===== config.mk =====
export PLATFORM = sky130hd
export DESIGN_NAME = tlm_fifo
export DESIGN_NICKNAME = d
export VERILOG_FILES = /design/src/rtl/tlm_fifo_pkg.sv /design/src/rtl/tlm_fifo_mem.sv /design/src/rtl/tlm_fifo.sv
export SDC_FILE = /design/constraint.sdc
export NUM_CORES = 1
export LEC_CHECK = 0
export ABC_AREA = 1
export CAP_MARGIN = 15
export CORE_MARGIN = 2
export CORE_UTILIZATION = 25
export DETAILED_ROUTE_END_ITERATION = 12
export GPL_ROUTABILITY_DRIVEN = 0
export GPL_TIMING_DRIVEN = 0
export PLACE_DENSITY_LB_ADDON = 0.1
export SYNTH_ARGS = -nofsm -noshare
export SYNTH_HDL_FRONTEND = slang
export SYNTH_SLANG_ARGS = --single-unit

===== constraint.sdc =====
create_clock -name clk -period 5.2 [get_ports clk]
set_input_delay 1.04 -clock clk [delete_from_list [all_inputs] [get_ports clk]]
set_output_delay 1.04 -clock clk [all_outputs]
set_load 0.01 [all_outputs]

===== src/rtl/tlm_fifo_pkg.sv =====
// tlm_fifo_pkg: shared sizing helpers and the transaction word types carried
// by the FIFOs between stimulus source, reference model and sink.
package tlm_fifo_pkg;

  // Widths of the transaction words on each channel.
  localparam int STREAM_W  = 32;
  localparam int AMOSTRA_W = 32;

  // Default channel depth used by the source/model/sink instances.
  localparam int CHANNEL_DEPTH = 3;

  // source -> model channel word
  typedef logic [STREAM_W-1:0]  stream_t;
  // model -> sink channel word
  typedef logic [AMOSTRA_W-1:0] amostra_t;

  // Pointer width. At least one bit, even when a single entry needs none.
  function automatic int ptr_w(input int depth);
    int w;
    w = $clog2(depth);
    return (w < 1) ? 1 : w;
  endfunction

  // Occupancy counter width. It must be able to hold the value depth itself.
  function automatic int cnt_w(input int depth);
    return $clog2(depth + 1);
  endfunction

endpackage


===== src/rtl/tlm_fifo_mem.sv =====
// tlm_fifo_mem: DEPTH x WIDTH register array. One synchronous write port,
// one combinational read port, so the head word falls through to the reader.
module tlm_fifo_mem
  import tlm_fifo_pkg::*;
#(
  parameter int WIDTH = 32,
  parameter int DEPTH = 3
) (
  input  logic                     clk,
  input  logic                     we,
  input  logic [ptr_w(DEPTH)-1:0]  waddr,
  input  logic [WIDTH-1:0]         wdata,
  input  logic [ptr_w(DEPTH)-1:0]  raddr,
  output logic [WIDTH-1:0]         rdata
);

  logic [WIDTH-1:0] mem [DEPTH];

  // Store the incoming word at the write address on an accepted put.
  // NOTE: the array has no reset; its contents are meaningless until written and the
  // pointers/count alone decide what is valid, so clearing it would only cost logic.
  always_ff @(posedge clk) begin
    if (we) begin
      mem[waddr] <= wdata;
    end
  end

  // Combinational read of the entry the read pointer addresses.
  assign rdata = mem[raddr];

endmodule


===== src/rtl/tlm_fifo.sv =====
// tlm_fifo: synchronous valid/ready FIFO between one producer (put side) and
// one consumer (get side). First-word fall-through, no same-cycle bypass;
// flags come from the registered count only.
//
// Optional build macro TLM_FIFO_STATUS_EN adds the status outputs:
//   used     - registered occupancy count
//   overflow - sticky, set when a put is offered while full, cleared by rst
module tlm_fifo
  import tlm_fifo_pkg::*;
#(
  parameter int WIDTH = 32,
  parameter int DEPTH = 3
) (
  input  logic                     clk,
  input  logic                     rst,
  input  logic                     put_valid,
  output logic                     put_ready,
  input  logic [WIDTH-1:0]         put_data,
  output logic                     get_valid,
  input  logic                     get_ready,
  output logic [WIDTH-1:0]         get_data
`ifdef TLM_FIFO_STATUS_EN
  ,
  output logic [cnt_w(DEPTH)-1:0]  used,
  output logic                     overflow
`endif
);

  localparam int PW = ptr_w(DEPTH);
  localparam int CW = cnt_w(DEPTH);

  localparam logic [PW-1:0] PTR_LAST = PW'(DEPTH - 1);
  localparam logic [CW-1:0] CNT_FULL = CW'(DEPTH);

  logic [PW-1:0] wr_ptr;
  logic [PW-1:0] rd_ptr;
  logic [CW-1:0] count;
  logic [CW-1:0] count_next;
  logic          do_put;
  logic          do_get;

  // Pointer advance with explicit wrap, so DEPTH need not be a power of two.
  function automatic logic [PW-1:0] advance(input logic [PW-1:0] p);
    return (p == PTR_LAST) ? '0 : p + PW'(1);
  endfunction

  // Flags depend only on the registered count, never on this cycle's inputs.
  assign put_ready = (count != CNT_FULL);
  assign get_valid = (count != '0);

  // A transfer happens only when both sides of a handshake agree.
  assign do_put = put_valid & put_ready;
  assign do_get = get_valid & get_ready;

  // Next occupancy: +1 on put only, -1 on get only, unchanged otherwise.
  // NOTE: count_next is given a default before any branch so no path leaves it
  // unassigned, which would otherwise infer a latch.
  always_comb begin
    count_next = count;
    if (do_put && !do_get) begin
      count_next = count + CW'(1);
    end else if (!do_put && do_get) begin
      count_next = count - CW'(1);
    end
  end

  // Pointer and count registers; reset discards all stored words.
  // NOTE: non-blocking assignments keep every register sampling the pre-edge
  // values, so the pointers and count update together like real flops.
  always_ff @(posedge clk) begin
    if (rst) begin
      wr_ptr <= '0;
      rd_ptr <= '0;
      count  <= '0;
    end else begin
      if (do_put) begin
        wr_ptr <= advance(wr_ptr);
      end
      if (do_get) begin
        rd_ptr <= advance(rd_ptr);
      end
      count <= count_next;
    end
  end

  // Storage array: written at wr_ptr on a put, head read at rd_ptr.
  tlm_fifo_mem #(
    .WIDTH (WIDTH),
    .DEPTH (DEPTH)
  ) u_mem (
    .clk   (clk),
    .we    (do_put),
    .waddr (wr_ptr),
    .wdata (put_data),
    .raddr (rd_ptr),
    .rdata (get_data)
  );

`ifdef TLM_FIFO_STATUS_EN
  // Occupancy is exported directly from the registered count.
  assign used = count;

  // Sticky overflow: any put offered while full is remembered until reset.
  always_ff @(posedge clk) begin
    if (rst) begin
      overflow <= 1'b0;
    end else if (put_valid && !put_ready) begin
      overflow <= 1'b1;
    end
  end
`endif

endmodule


**Word-level counts from Yosys, hierarchy flattened**

Memories as Yosys holds them, arrays and structs flattened. A register that Yosys moved wholly into a read port is not among the register bits.
Cells that the tools add are included.

- Memories kept: 1
- Register bits: 6
- Output and inout bits: 34
- Word-level logic and storage cells: 27
- Bits of input ports: 36
- Memory bits (writable): 96

Memories:

| memory | depth | bits a word | read ports | clocked after Yosys merged registers in | wr ports | RTL line | text |
|---|---|---|---|---|---|---|---|
| u_mem.mem | 3 | 32 | 1 | 1 | 1 | tlm_fifo_mem.sv:17 | `logic [WIDTH-1:0] mem [DEPTH];` |

- Muxes and demuxes: 8
- Reductions and logical operators: 6
- Bitwise gates (word level): 2
- $add $sub $neg: 4
- Equal/unequal tests: 3

Operators by type and width:

| operator | number |
|---|---|
| $mux 2 | 6 |
| $add 2x1->2 const B | 3 |
| $eq 2x2->1 const B | 2 |
| $reduce_bool 2->1 | 2 |
| $and 1x1->1 | 2 |
| $logic_and 1x1->1 | 2 |
| $logic_not 1->1 | 2 |
| $mux 1 | 2 |
| $ne 2x2->1 const B | 1 |
| $sub 2x1->2 const B | 1 |

**Longest topological paths before layout**

Gate-level depths: netlist of run 1.

- Depth after elaboration: 6
- Depth in mapped cells: 10
- Mapped depth without buffers: 10

**Modules after synthesis**

From an unflattened synthesis of run 1, not the netlist that was laid out.

- Cells, all modules: 387
- Area, all modules: 4284.1 um^2

Modules (own cells, without submodules):

| module | times used | seq. area each (um^2) | cells an instance | area an instance (um^2) |
|---|---|---|---|---|
| tlm_fifo_mem | 1 | 2882.8 | 341 | 3982.6 |
| tlm_fifo | 1 | 120.1 | 46 | 301.5 |

**Worst setup path before layout of run 1**

Ideal clock, no wire load.

- Path kind: in2reg
- From: input port put_valid
- To: memory u_mem.mem[2][0], enable pin
- Setup slack: 1.429 ns
- Stages: 2
- Path buffers: 0
- Required time: 4.739 ns
- Setup time: 0.461 ns
- Arrival time: 3.310 ns
- Cells stage by stage: nand2_2 nor3_1

- Word-level cells in the longest chain between the ends: 3

Ends and longest elaborated chain:

| element | RTL line | text |
|---|---|---|
| from (decl) | tlm_fifo.sv:16 | `input logic put_valid,` |
| $and 1x1->1 | tlm_fifo.sv:52 | `assign do_put = put_valid & put_ready;` |
| $mux 1 | tlm_fifo_mem.sv:23 | `if (we) begin` |
| $mux 1 (not written as such) | tlm_fifo_mem.sv:24 | `mem[waddr] <= wdata;` |
| to (decl) | tlm_fifo_mem.sv:17 |  |

No other way between the ends.

==> results of run 1 <==
-- cell type report --
cell class,count,area share (%)
plain buffers,14,2.08
clock buffers,10,4.42
clock inverters,5,0.483
inverters,15,1.14
multi-input cells,158,13.9
flip-flops and latches,104,58.8
well taps,211,5.10
repair buffers,72,14.1
-- metrics by stage --
| step | instance area (µm²) | setup WS [ps] |
|---|---|---|
| final | 5180 | 2250 |
| after global routing | 5180 | 2100 |
| after CTS | 5180 | 2190 |
| after detailed placement | 4920 | 2030 |
| after global placement | 4880 | -1190 |
| after floorplan | 3930 | 1430 |
-- per-layer routing --
layer,vias to the layer above,wire (µm)
met5,-,0
met4,0,125
met3,8,343
met2,55,4190
met1,1137,4180
li1,1198,-
-- registers in the layout (all words and copies together) (netlist names), named ones only --
name       cells
count          2
rd_ptr         2
u_mem.mem     96
wr_ptr         2
-- cell usage in the layout (no fill, tap or decap) --
master	instances
a21oi_2	1
clkinv_1	2
clkdlybuf4s50_1	69
inv_1	11
o21a_2	1
nor2_1	37
nand2_2	3
nor3_2	1
o21ai_0	1
nand2_1	42
a21oi_1	66
dfxtp_1	8
buf_2	5
nand3_1	1
clkinv_2	4
o211ai_1	1
clkinvlp_4	1
clkbuf_16	9
buf_8	1
buf_6	6
ha_1	1
nand4_1	3
edfxtp_1	96
inv_2	2
buf_4	5
clkbuf_1	1
-- worst max-delay path by stage --
stage / cells after the start / to
global route: 5 / get_data[29]
detailed placement: 6 / u_mem.mem[2][28]$_DFFE_PP_
global placement: 3 / u_mem.mem[2][5]$_DFFE_PP_
CTS: 5 / get_data[21]
finish: 5 / get_data[12]
floorplan: 2 / u_mem.mem[2][0]$_DFFE_PP_
-- cells in the mapped netlist --
library cell / count
edfxtp_1: 96
a21oi_1: 66
nand2_1: 42
nor2_1: 37
inv_1: 13
dfxtp_1: 8
buf_2: 5
buf_4: 5
buf_6: 4
nand2_2: 3
nand4_1: 3
clkinv_2: 2
a21oi_2: 1
ha_1: 1
nand3_1: 1
nor3_1: 1
o211ai_1: 1
o21a_2: 1
o21ai_0: 1
-- logic make-up (layout without fill, tap and decap cells) --
logic type,count (synthesis),in the layout,share of synthesized area (%)
AOI/OAI and AO/OA,70,70,9.18
adders and majority gates,1,1,0.319
buffers and inverters,29,116,4.24
DFF,104,104,77.5
and+or+nand+nor,87,87,8.76
-- worst min-delay path: stages (launching register included) --
cell	delay [ps]
dfxtp_1	310
nand2_1	60
a21oi_1	50
-- power by group through the flow --
stage | Clock [mW] | Combinational [mW] | Sequential (mW)
5_1_grt | 0.640 | 0.646 | 1.01
2_1_floorplan | 0 | 0.288 | 1.02
4_1_cts | 0.616 | 0.600 | 1.01
3_5_place_dp | 0 | 0.597 | 1.03
6_report | 0.592 | 0.580 | 1.01
3_3_place_gp | 0 | 0.594 | 1.03
==> run_results.csv, run 1 <==
group,metric,value,unit
critical_path,worstReg2RegStart,"count[0]$_SDFFE_PP0P_",
timing,fin_skew,7.55,ps
synthesis,synth_warnings,0,
critical_path,critPathBufInv,3,
synthesis,synth_cell_types,19,
clock_tree,path_clk_slew,70,ps
power,power_density,421,mW/mm²
detailed_routing,wl,8.84,mm
detailed_routing,firstDrtPassIters,5,
synthesis,yosysSeqAreaShare,77.5,%
power,p_leak,1.82,nW
synthesis,syn-num-nets,328,
timing,tightest_slew,840,ps
floorplanning,die_x,129,µm
critical_path,cp_max_fo,10,
clock_tree,cts-htree-levels,3,
timing,rsz0062_at_grt,"no",
floorplanning,initial_utilization,25.7,%
outcome,status,"finished clean",
worst_hold_path,whs_endpoint,"wr_ptr[1]$_SDFFE_PP0P_",
finish,nFillCells,1530,
clock_tree,cts_setup_buffers,0,
clock_tree,clk_latency,340,ps
timing,relSlewSlack,43.9,%
global_route,grt_use_total,11.4,%
finish,syn_to_final_growth,31.9,%
place,placedCellCount,574,
run,cap_violations,0,
timing,min_period,2950,ps
synthesis,syn_avg_cell_area,13.5,µm²
synthesis,ys_seq_elements,104,
power,swShare,27.5,%
critical_path,critical_path_class,"reg -> out",
synthesis,yosysTopAreaCell,"edfxtp_1",
finish,final_util,33.9,%
worst_hold_path,hold_path_class,"reg -> reg",
timing,finalHoldWorstSlack,464,ps
critical_path,crit_arrival,1910,ps
power,p_total,2.18,mW
finish,seq_area,0.00304,mm²
floorplanning,num_rows,45,
floorplanning,dieArea,0.0167,mm²
global_route,use_met3,3.59,%
timing,min_period_over_period,56.7,%
synthesis,netlist.area_leader.share,73.4,%
finish,multi_input_area,722,µm²
clock_tree,clockBufferDepth,2,
timing,hold_viol_final,0,
clock_tree,numClockSinks,104,
power,sequentialPowerShare,46.2,%
floorplanning,coreArea,0.0153,mm²
critical_path,cp_cell_sequence,"buf_6, buf_2, a21oi_1, a21oi_1, clkdlybuf4s50_1",
detailed_routing,wl_per_cell,15.0,µm
clock_tree,cts_resized,0,
power,p_clk_share,27.2,%
global_route,grt_use_met2,18.3,%
finish,finalNonFillerCells,589,
detailed_routing,post-route-drc-count,0,
critical_path,rr_worst_depth,6,
finish,antenna_cells,0,
place,hpwl,5.52,mm
clock_tree,cts_tree,"built",
detailed_routing,via_per_inst,4.07,
global_route,grt_max_degree,33,
timing,fmax,339,MHz
power,ir_drop,0.000195,V
power,netSwitchingPower,600,µW
timing,slew_violations,0,
finish,nets,411,
critical_path,crit_required,4160,ps
critical_path,cp_top_family,"buffers and inverters",
critical_path,reg2reg_slack,3210,ps
synthesis,synth_area_leaders,"edfxtp_1 73%, a21oi_1 8.4%, dfxtp_1 4.1%",
critical_path,path_common_cell,"a21oi_1",
critical_path,cp-start-kind,"flip-flop",
critical_path,cp_slowest_cell,"clkdlybuf4s50_1",
detailed_routing,ant_nets,0,
global_route,busiest_layer,"met2",
synthesis,synth_cells,291,
clock_tree,cts-buffers-inserted,9,
synthesis,synth_area,0.00393,mm²
global_route,grt_pass1_vias,2394,
critical_path,critPathMaxStageDelay,570,ps
critical_path,worstReg2RegEnd,"u_mem.mem[2][21]$_DFFE_PP_",
detailed_routing,first_iter_violations,185,
global_route,gr-total-overflow,0,
floorplanning,die_height,129,µm
worst_hold_path,min_path_cells,2,
global_route,grt_pass1_wl,13.7,mm
worst_hold_path,hold_start,"wr_ptr[1]$_SDFFE_PP0P_",
critical_path,endpoint_kind,"output pin",
clock_tree,hold_buffers,0,
timing,setup_viol,0,
global_route,met1_usage,14.5,%
power,comb_power_share,26.6,%
place,port_buffers,69,
finish,drive_above_1_share,10.3,%
power,internal_power,1.58,mW
global_route,antenna_found_initial,0,
detailed_routing,vias,2398,
clock_tree,clockRootBuffer,"clkbuf_16",
floorplanning,io_pins,70,
timing,tns,0,ps
Note: power is estimated with default switching activity, not from simulation.
==> run 2: changes to the inputs <==
- clock period: 5.2 -> 2.6 ns (I/O delays scaled with it)
==> run 2 against run 1 <==
  * Cell count did not move
  * Sequential share of layout area down 0.28 points
  * Clock power up 100%
  * Die area unchanged
  * Count of clock-buffer cells in the layout is the same
  * Via count is 1.4% higher
  * Largest power group unchanged
  * Global-route usage is 0.16 points lower
  * Utilization grew 0.16 points
  * Critical path type unchanged
==> run_results.csv, run 2 (synthesis gave the netlist of run 1 again) <==
group,metric,value,unit
outcome,status,"finished clean",
place,dpl_worst_slack,311,ps
run,cap_violations,0,
critical_path,crit_required,2080,ps
detailed_routing,wl,8.88,mm
timing,rsz0062_at_grt,"no",
global_route,antenna_found_initial,0,
critical_path,cp_max_fo,10,
timing,min_period,2440,ps
finish,nets,410,
timing,hold_viol_final,0,
timing,tightest_slew,849,ps
floorplanning,dieArea,0.0167,mm²
finish,final_common_cell,"edfxtp_1",
place,hpwl,5.51,mm
finish,final_util,34.1,%
floorplanning,coreArea,0.0153,mm²
clock_tree,cts-buffers-inserted,9,
floorplanning,io_pins,70,
timing,relSlewSlack,43.3,%
place,placedCellCount,573,
global_route,grt_max_degree,33,
detailed_routing,wl_per_cell,15.1,µm
critical_path,rr_worst_depth,3,
detailed_routing,ant_nets,0,
power,swShare,27.6,%
clock_tree,cts_setup_buffers,0,
place,port_buffers,69,
finish,largest_reg_flops,96,
floorplanning,die_height,129,µm
worst_hold_path,whs_endpoint,"wr_ptr[1]$_SDFFE_PP0P_",
power,comb_power_share,26.6,%
floorplanning,initial_utilization,25.7,%
critical_path,crit_arrival,1920,ps
clock_tree,cts-htree-levels,3,
clock_tree,clockBufferDepth,2,
power,netSwitchingPower,1.21,mW
clock_tree,cts_resized,0,
worst_hold_path,hold_path_class,"reg -> reg",
power,p_leak,1.83,nW
global_route,grt_pass1_wl,13.4,mm
clock_tree,path_clk_slew,70,ps
power,sequentialPowerShare,46.1,%
clock_tree,cts_tree,"built",
floorplanning,num_rows,45,
critical_path,cp-start-kind,"flip-flop",
detailed_routing,via_per_inst,4.13,
critical_path,worstReg2RegStart,"count[0]$_SDFFE_PP0P_",
clock_tree,clk_latency,340,ps
critical_path,endpoint_kind,"output pin",
finish,design_area,0.00520,mm²
finish,nFillCells,1525,
power,internal_power,3.16,mW
finish,finalNonFillerCells,589,
clock_tree,clockRootBuffer,"clkbuf_16",
power,ir_drop,0.000330,V
timing,setup_slack,165,ps
detailed_routing,post-route-drc-count,0,
global_route,grt_use_total,11.2,%
detailed_routing,first_iter_violations,100,
global_route,gr-total-overflow,0,
finish,regMostFlops,"u_mem.mem",
clock_tree,numClockSinks,104,
timing,finalHoldWorstSlack,476,ps
timing,setup_viol,0,
detailed_routing,vias,2431,
finish,syn_to_final_growth,32.5,%
critical_path,critical_path_class,"reg -> out",
critical_path,reg2reg_slack,950,ps
place,postPlaceCellArea,0.00495,mm²
timing,fin_skew,6.22,ps
finish,antenna_cells,0,
timing,min_period_over_period,93.7,%
timing,fmax,411,MHz
global_route,grt_pass1_vias,2381,
clock_tree,hold_buffers,0,
power,p_clk_share,27.3,%
detailed_routing,firstDrtPassIters,4,
worst_hold_path,hold_start,"wr_ptr[1]$_SDFFE_PP0P_",
power,power_density,840,mW/mm²
critical_path,worstReg2RegEnd,"u_mem.mem[1][16]$_DFFE_PP_",
worst_hold_path,min_path_cells,2,
finish,mostFrequentLayoutCells,"96 x edfxtp_1, 69 x clkdlybuf4s50_1, 66 x a21oi_1",
floorplanning,die_x,129,µm
finish,drive_above_1_share,10.1,%
timing,slew_violations,0,
[run 2: per-stage QoR]
stage	total power, mW	TNS, ps
floorplan	2.62	0
global placement	3.24	-58370
detailed placement	3.24	0
CTS	4.46	0
global route	4.62	0
finish	4.37	0
[run 2: critical path, stage by stage, from the launching register on]
cell	delay [ps]
dfxtp_1	320
buf_4	140
buf_2	260
a21oi_1	80
a21oi_1	190
clkdlybuf4s50_1	570
[run 2: layout make-up]
type                            instances  area, µm²  share of cell area (%)
Sequential cell                       104       3040                    58.5
Clock inverter                          6       26.3                   0.505
Timing Repair Buffer                   71        746                    14.3
Tap cell                              211        264                    5.07
Inverter                               15       58.8                    1.13
Multi-Input combinational cell        158        728                    14.0
Clock buffer                           10        229                    4.40
Buffer                                 14        108                    2.07
[run 2: power by group through the flow]
stage                     combinational, mW  sequential [mW]  clock (mW)
after floorplan                       0.576             2.04           0
final                                  1.16             2.01        1.19
after global routing                   1.28             2.02        1.31
after global placement                 1.19             2.05           0
after CTS                              1.20             2.01        1.25
after detailed placement               1.19             2.05           0
[run 2: layer usage]
layer  wire length (µm)  global-route usage (%)
met5                  0                       0
met4                207                    6.14
met3                386                    2.73
met2               4330                    18.0
met1               3950                    14.0
[run 2: how the worst max path moves through the flow]
stage / end / slack [ps] / depth (start not counted)
6_report: get_data[29] / 160 / 5
5_1_grt: get_data[29] / 40 / 5
4_1_cts: get_data[29] / 90 / 5
3_5_place_dp: u_mem.mem[0][12]$_DFFE_PP_ / 310 / 3
3_3_place_gp: u_mem.mem[2][14]$_DFFE_PP_ / -1380 / 3
2_1_floorplan: u_mem.mem[2][0]$_DFFE_PP_ / 340 / 2
